File: src/rtl/demux_pkg.sv
`default_nettype none
// ============================================================================
// Module : demux_pkg
// Brief  : Shared defaults and slot state encoding for demux_buffered.
// Rev    : 1.0 - initial release
// ============================================================================
package demux_pkg;

    localparam int DEFAULT_WIDTH = 32;
    localparam int DEFAULT_ERR_W = 8;

    localparam logic [0:0] SLOT_EMPTY = 1'b0;
    localparam logic [0:0] SLOT_FULL  = 1'b1;

endpackage
`default_nettype wire

File: src/rtl/demux_slot.sv
`default_nettype none
// ============================================================================
// Module : demux_slot
// Brief  : One-entry valid/ready holding register for one demux output port.
// Rev    : 1.0 - initial release
// ============================================================================
module demux_slot
    import demux_pkg::*;
#(
    parameter int WIDTH = DEFAULT_WIDTH
) (
    input  logic             clk,
    input  logic             rst_n,
    input  logic             load,
    input  logic [WIDTH-1:0] load_data,
    input  logic             out_ready,
    output logic             out_valid,
    output logic [WIDTH-1:0] out_data
);

    logic [0:0]       state_q, state_d;
    logic [WIDTH-1:0] data_q,  data_d;

    // A load wins over a drain: the new word replaces the one leaving this cycle.
    always_comb begin
        state_d = state_q;
        data_d  = data_q;
        if (load) begin
            state_d = SLOT_FULL;
            data_d  = load_data;
        end else if ((state_q == SLOT_FULL) && out_ready) begin
            state_d = SLOT_EMPTY;
        end
    end

    always_ff @(posedge clk or negedge rst_n) begin
        if (!rst_n) begin
            state_q <= SLOT_EMPTY;
            data_q  <= '0;
        end else begin
            state_q <= state_d;
            data_q  <= data_d;
        end
    end

    assign out_valid = (state_q == SLOT_FULL);
    assign out_data  = data_q;

endmodule
`default_nettype wire

File: src/rtl/demux_buffered.sv
`default_nettype none
// ============================================================================
// Module : demux_buffered
// Brief  : Buffered 1-to-NOUT word demultiplexer with per-port holding slots
//          and a saturating counter of words dropped for a bad address.
// Rev    : 1.0 - initial release
// ============================================================================
module demux_buffered
    import demux_pkg::*;
#(
    parameter int WIDTH  = DEFAULT_WIDTH,
    parameter int NOUT   = 2,
    parameter int ADDR_W = 1,
    parameter int ERR_W  = DEFAULT_ERR_W
) (
    input  logic                  clk,
    input  logic                  rst_n,
    input  logic                  in_valid,
    output logic                  in_ready,
    input  logic [ADDR_W-1:0]     in_addr,
    input  logic [WIDTH-1:0]      in_data,
    output logic [NOUT-1:0]       out_valid,
    input  logic [NOUT-1:0]       out_ready,
    output logic [NOUT*WIDTH-1:0] out_data,
    output logic [ERR_W-1:0]      err_count,
    output logic                  err_flag
);

    localparam logic [ADDR_W:0] c_nout = (ADDR_W + 1)'(NOUT);

    logic            w_addr_ok;
    logic            w_drop;
    logic [NOUT-1:0] w_sel;
    logic [NOUT-1:0] w_slot_open;
    logic [NOUT-1:0] w_load;

    logic [ERR_W-1:0] err_count_q, err_count_d;
    logic             err_flag_q,  err_flag_d;

    always_comb begin
        w_addr_ok = ({1'b0, in_addr} < c_nout);
        for (int k = 0; k < NOUT; k++) begin
            w_sel[k] = w_addr_ok && (in_addr == ADDR_W'(k));
        end
    end

    // A slot can take a word if it is empty or being drained this same cycle.
    assign w_slot_open = ~out_valid | out_ready;
    assign in_ready    = !w_addr_ok || (|(w_sel & w_slot_open));
    assign w_load      = {NOUT{in_valid}} & w_sel & w_slot_open;
    assign w_drop      = in_valid & ~w_addr_ok;

    always_comb begin
        err_count_d = err_count_q;
        if (w_drop && (err_count_q != {ERR_W{1'b1}})) begin
            err_count_d = err_count_q + 1'b1;
        end
        err_flag_d = err_flag_q | w_drop;
    end

    always_ff @(posedge clk or negedge rst_n) begin
        if (!rst_n) begin
            err_count_q <= '0;
            err_flag_q  <= 1'b0;
        end else begin
            err_count_q <= err_count_d;
            err_flag_q  <= err_flag_d;
        end
    end

    assign err_count = err_count_q;
    assign err_flag  = err_flag_q;

    for (genvar k = 0; k < NOUT; k++) begin : g_slot
        demux_slot #(
            .WIDTH (WIDTH)
        ) u_slot (
            .clk       (clk),
            .rst_n     (rst_n),
            .load      (w_load[k]),
            .load_data (in_data),
            .out_ready (out_ready[k]),
            .out_valid (out_valid[k]),
            .out_data  (out_data[k*WIDTH +: WIDTH])
        );
    end

endmodule
`default_nettype wire

File: config.mk
export PLATFORM = sky130hd
export DESIGN_NAME = demux_buffered
export DESIGN_NICKNAME = d
export VERILOG_FILES = /design/src/rtl/demux_pkg.sv /design/src/rtl/demux_slot.sv /design/src/rtl/demux_buffered.sv
export SDC_FILE = /design/constraint.sdc
export NUM_CORES = 1
export LEC_CHECK = 0
export BUFFER_PORTS_ARGS = -buffer_cell sky130_fd_sc_hd__buf_2
export CAP_MARGIN = 10
export CORE_UTILIZATION = 35
export DETAILED_ROUTE_END_ITERATION = 16
export HOLD_SLACK_MARGIN = 0.08
export MAX_ROUTING_LAYER = met4
export REMOVE_ABC_BUFFERS = 1
export SYNTH_ARGS = -nofsm -noshare
export SYNTH_HDL_FRONTEND = slang
export SYNTH_SLANG_ARGS = --single-unit
File: constraint.sdc
create_clock -name clk -period 1.6 [get_ports clk]
set_input_delay 0.24 -clock clk [delete_from_list [all_inputs] [get_ports clk]]
set_output_delay 0.24 -clock clk [all_outputs]
set_load 0.01 [all_outputs]
==> run_results.csv <==
group,metric,value,unit
outcome,outcome,"complete, no violations",
die,rows,32,
clock_tree,cts_tree,"done",
power_and_ir_drop,powerDensity,1280,mW/mm^2
detailed_routing,routed_wl,5.28,mm
sta,timing.final.crit_share,87.5,%
synthesis,synth_warnings,0,
detailed_routing,highest_layer,"met4",
final_layout,final_cell_mix,"buf_2 (104), dfrtp_1 (66), mux2_2 (34)",
power_and_ir_drop,swShare,28.1,%
sta,setup_viol_count_final,0,
grt,grt_pass1_wl,8.63,mm
critical_path,regToRegStartpoint,"g_slot[1].u_slot.out_valid",
critical_path,worstPathMaxFanout,7,
detailed_routing,drt_pass1_iterations,4,
clock_tree,clk-insertion-delay-late,0.33,ns
detailed_routing,antenna_left,0,
detailed_routing,wire_per_inst,14.0,microns
clock_tree,cts_root_buf,"clkbuf_8",
final_layout,mostFrequentLayoutCell,"buf_2",
critical_path,r2r_end,"g_slot[1].u_slot.out_data[21]",
detailed_routing,viasPerCell,4.37,
sta,rsz0062_at_grt,"no",
critical_path,path_cells,"nor2b_4, nor2_8, buf_4, mux2_2",
worst_hold_path,holdPathStages,2,
synthesis,syn_area,0.00276,sq mm
clock_tree,numCtsBuffers,9,
detailed_routing,met1_length,2.36,mm
synthesis,synthCells,158,
grt,antenna_found_initial,0,
synthesis,synthDistinctLibCells,17,
power_and_ir_drop,p_total,4.56,mW
die,start_util,35.9,%
critical_path,cp.arrival,1.62,ns
detailed_routing,route.detailed.drc,0,
power_and_ir_drop,seqPwrFrac,46.4,%
power_and_ir_drop,clock_power_share,30.5,%
critical_path,cp-start-kind,"flip-flop",
grt,grt_overflow,0,
sta,period_needed,1.40,ns
final_layout,drive_above_1_share,70.7,%
sta,fmax,714,MHz
grt,grt_pass1_vias,1703,
detailed_routing,drt_iter0_markers,25,
clock_tree,postCtsResizedCells,0,
critical_path,cpPeakStageDelay,0.38,ns
clock_tree,clockBufferDepth,2,
grt,grtUsageTotal,13.9,%
worst_hold_path,hold_end,"g_slot[1].u_slot.out_data[30]",
sta,slew_violations,0,
power_and_ir_drop,ir_drop,0.000507,V
sta,setup_tns,0,ns
clock_tree,htreeDepth,3,
sta,finalHoldViolations,0,
critical_path,rrSetupSlack,0.20,ns
final_layout,area_delta_synth_final,29.3,%
final_layout,design_area,0.00357,sq mm
synthesis,seq_area_frac_synth,59.9,%
power_and_ir_drop,p_leak,1.78,nW
critical_path,path_buf_inv,1,
die,die_h,90.8,microns
die,io_pins,114,
critical_path,end_kind,"flip-flop",
critical_path,crit_slowest_cell,"dfrtp_1",
grt,grt_max_degree,67,
critical_path,critPathTopFamily,"flip-flops",
die,coreArea,0.00769,sq mm
critical_path,reg2reg_depth,4,
placement,hpwl,3.72,mm
detailed_routing,wl_met3,240,microns
power_and_ir_drop,p_int,3.28,mW
power_and_ir_drop,switching_power,1.28,mW
worst_hold_path,hold_class,"input pin to flip-flop",
power_and_ir_drop,combPwrFrac,23.1,%
final_layout,regArea,0.00165,sq mm
flow_run,maxCapViolCount,0,
placement,finalWeightedCongestion,0.669,
final_layout,multi_input_area,957,sq um
clock_tree,clkTransAtPathRegs,0.08,ns
placement,io_buffers,104,
synthesis,synth-seq-cells,66,
critical_path,timing.setup.critical_path_class,"flip-flop to flip-flop",
final_layout,fillers,734,
detailed_routing,dr_total_vias,1653,
placement,dpl-instance-area,0.00336,sq mm
worst_hold_path,hp-start,"in_data[30]",
sta,fin_worst_skew,0.00764,ns
final_layout,antenna_cells,0,
die,die_area,0.00824,sq mm
synthesis,synth_area_per_cell,17.5,sq um
critical_path,cp.required,1.81,ns
die,dieWidth,90.8,microns
final_layout,nNetsFinal,309,
detailed_routing,route.met2.wl,2.56,mm
clock_tree,cts.sinks,66,
==> flip-flops by register name (all words and copies together), names as in the netlist <==
signal and count:
g_slot.u_slot.out_data 64, g_slot.u_slot.out_valid 2
==> worst max-delay path by stage <==
stage	start	endpoint	slack, ns	cells past startpoint
global placement	out_ready[0]	g_slot[0].u_slot.out_data[14]	0.21	5
detailed placement	out_ready[0]	g_slot[0].u_slot.out_data[18]	0.20	5
floorplan	g_slot[1].u_slot.out_valid	g_slot[1].u_slot.out_data[20]	0.04	3
CTS	g_slot[1].u_slot.out_valid	in_ready	0.18	3
global route	g_slot[1].u_slot.out_valid	in_ready	0.11	3
finish	g_slot[1].u_slot.out_valid	g_slot[1].u_slot.out_data[21]	0.20	4
==> repair_timing <==
| item | 4_1_cts | 5_1_grt |
|---|---|---|
| buffers inserted | 0 | 0 |
| hold buffers | 1 | 0 |
| endpoints found under the hold margin | 66 | 0 |
==> cell type report <==
| cell class | instances | share of cell area, % |
|---|---|---|
| flip-flops and latches | 66 | 46.3 |
| repair buffers | 111 | 17.5 |
| clock inverters | 7 | 2.17 |
| inverters | 1 | 0.105 |
| well taps | 102 | 3.58 |
| multi-input cells | 82 | 26.8 |
| clock buffers | 9 | 3.47 |
==> synthesized netlist by cell type (all sizes together) <==
cell	instances	area share [%]
buf	17	6.4
a21oi	1	0.18
mux2	64	30
o21ai	1	0.18
inv	1	0.14
dfrtp	66	60
nand2	1	0.23
nand2b	1	0.32
nand3b	1	0.73
or2b	1	0.27
nor2	2	0.86
nor2b	1	0.50
conb	1	0.14
==> cell families (layout without fill, tap and decap cells) <==
| kind of cell | count (synthesis) | count (layout) | share of synthesized area [%] |
|---|---|---|---|
| mux | 64 | 64 | 30.2 |
| other cells | 1 | 9 | 0.136 |
| flops | 66 | 66 | 59.9 |
| simple gates | 7 | 7 | 2.90 |
| compound gates | 2 | 2 | 0.362 |
| buf+inv | 18 | 128 | 6.53 |
==> routing by layer <==
| metal | vias to the layer above | global-route usage, % |
|---|---|---|
| li1 | 757 | - |
| met1 | 817 | 17.2 |
| met2 | 68 | 21.7 |
| met3 | 11 | 2.53 |
| met4 | 0 | 7.54 |
| met5 | - | - |
==> power groups by stage <==
stage | Clock [mW] | Sequential [mW] | Combinational (mW)
final | 1.39 | 2.12 | 1.05
after detailed placement | 0 | 2.14 | 1.07
after global placement | 0 | 2.14 | 1.05
after CTS | 1.45 | 2.12 | 1.07
after global routing | 1.52 | 2.16 | 1.13
after floorplan | 0 | 2.29 | 0.423
==> through the flow <==
stage | util, % | hold WS, ns | worst slack (ns) | instances
2_1_floorplan | - | -0.0556 | 0.0432 | 149
3_3_place_gp | 43.7 | 0.287 | 0.210 | 361
3_5_place_dp | 43.7 | 0.288 | 0.204 | 361
4_1_cts | 46.4 | 0.127 | 0.180 | 378
5_1_grt | 46.4 | 0.133 | 0.115 | 378
6_report | 46.4 | 0.149 | 0.199 | 378
(Power assumes the default switching activity.)
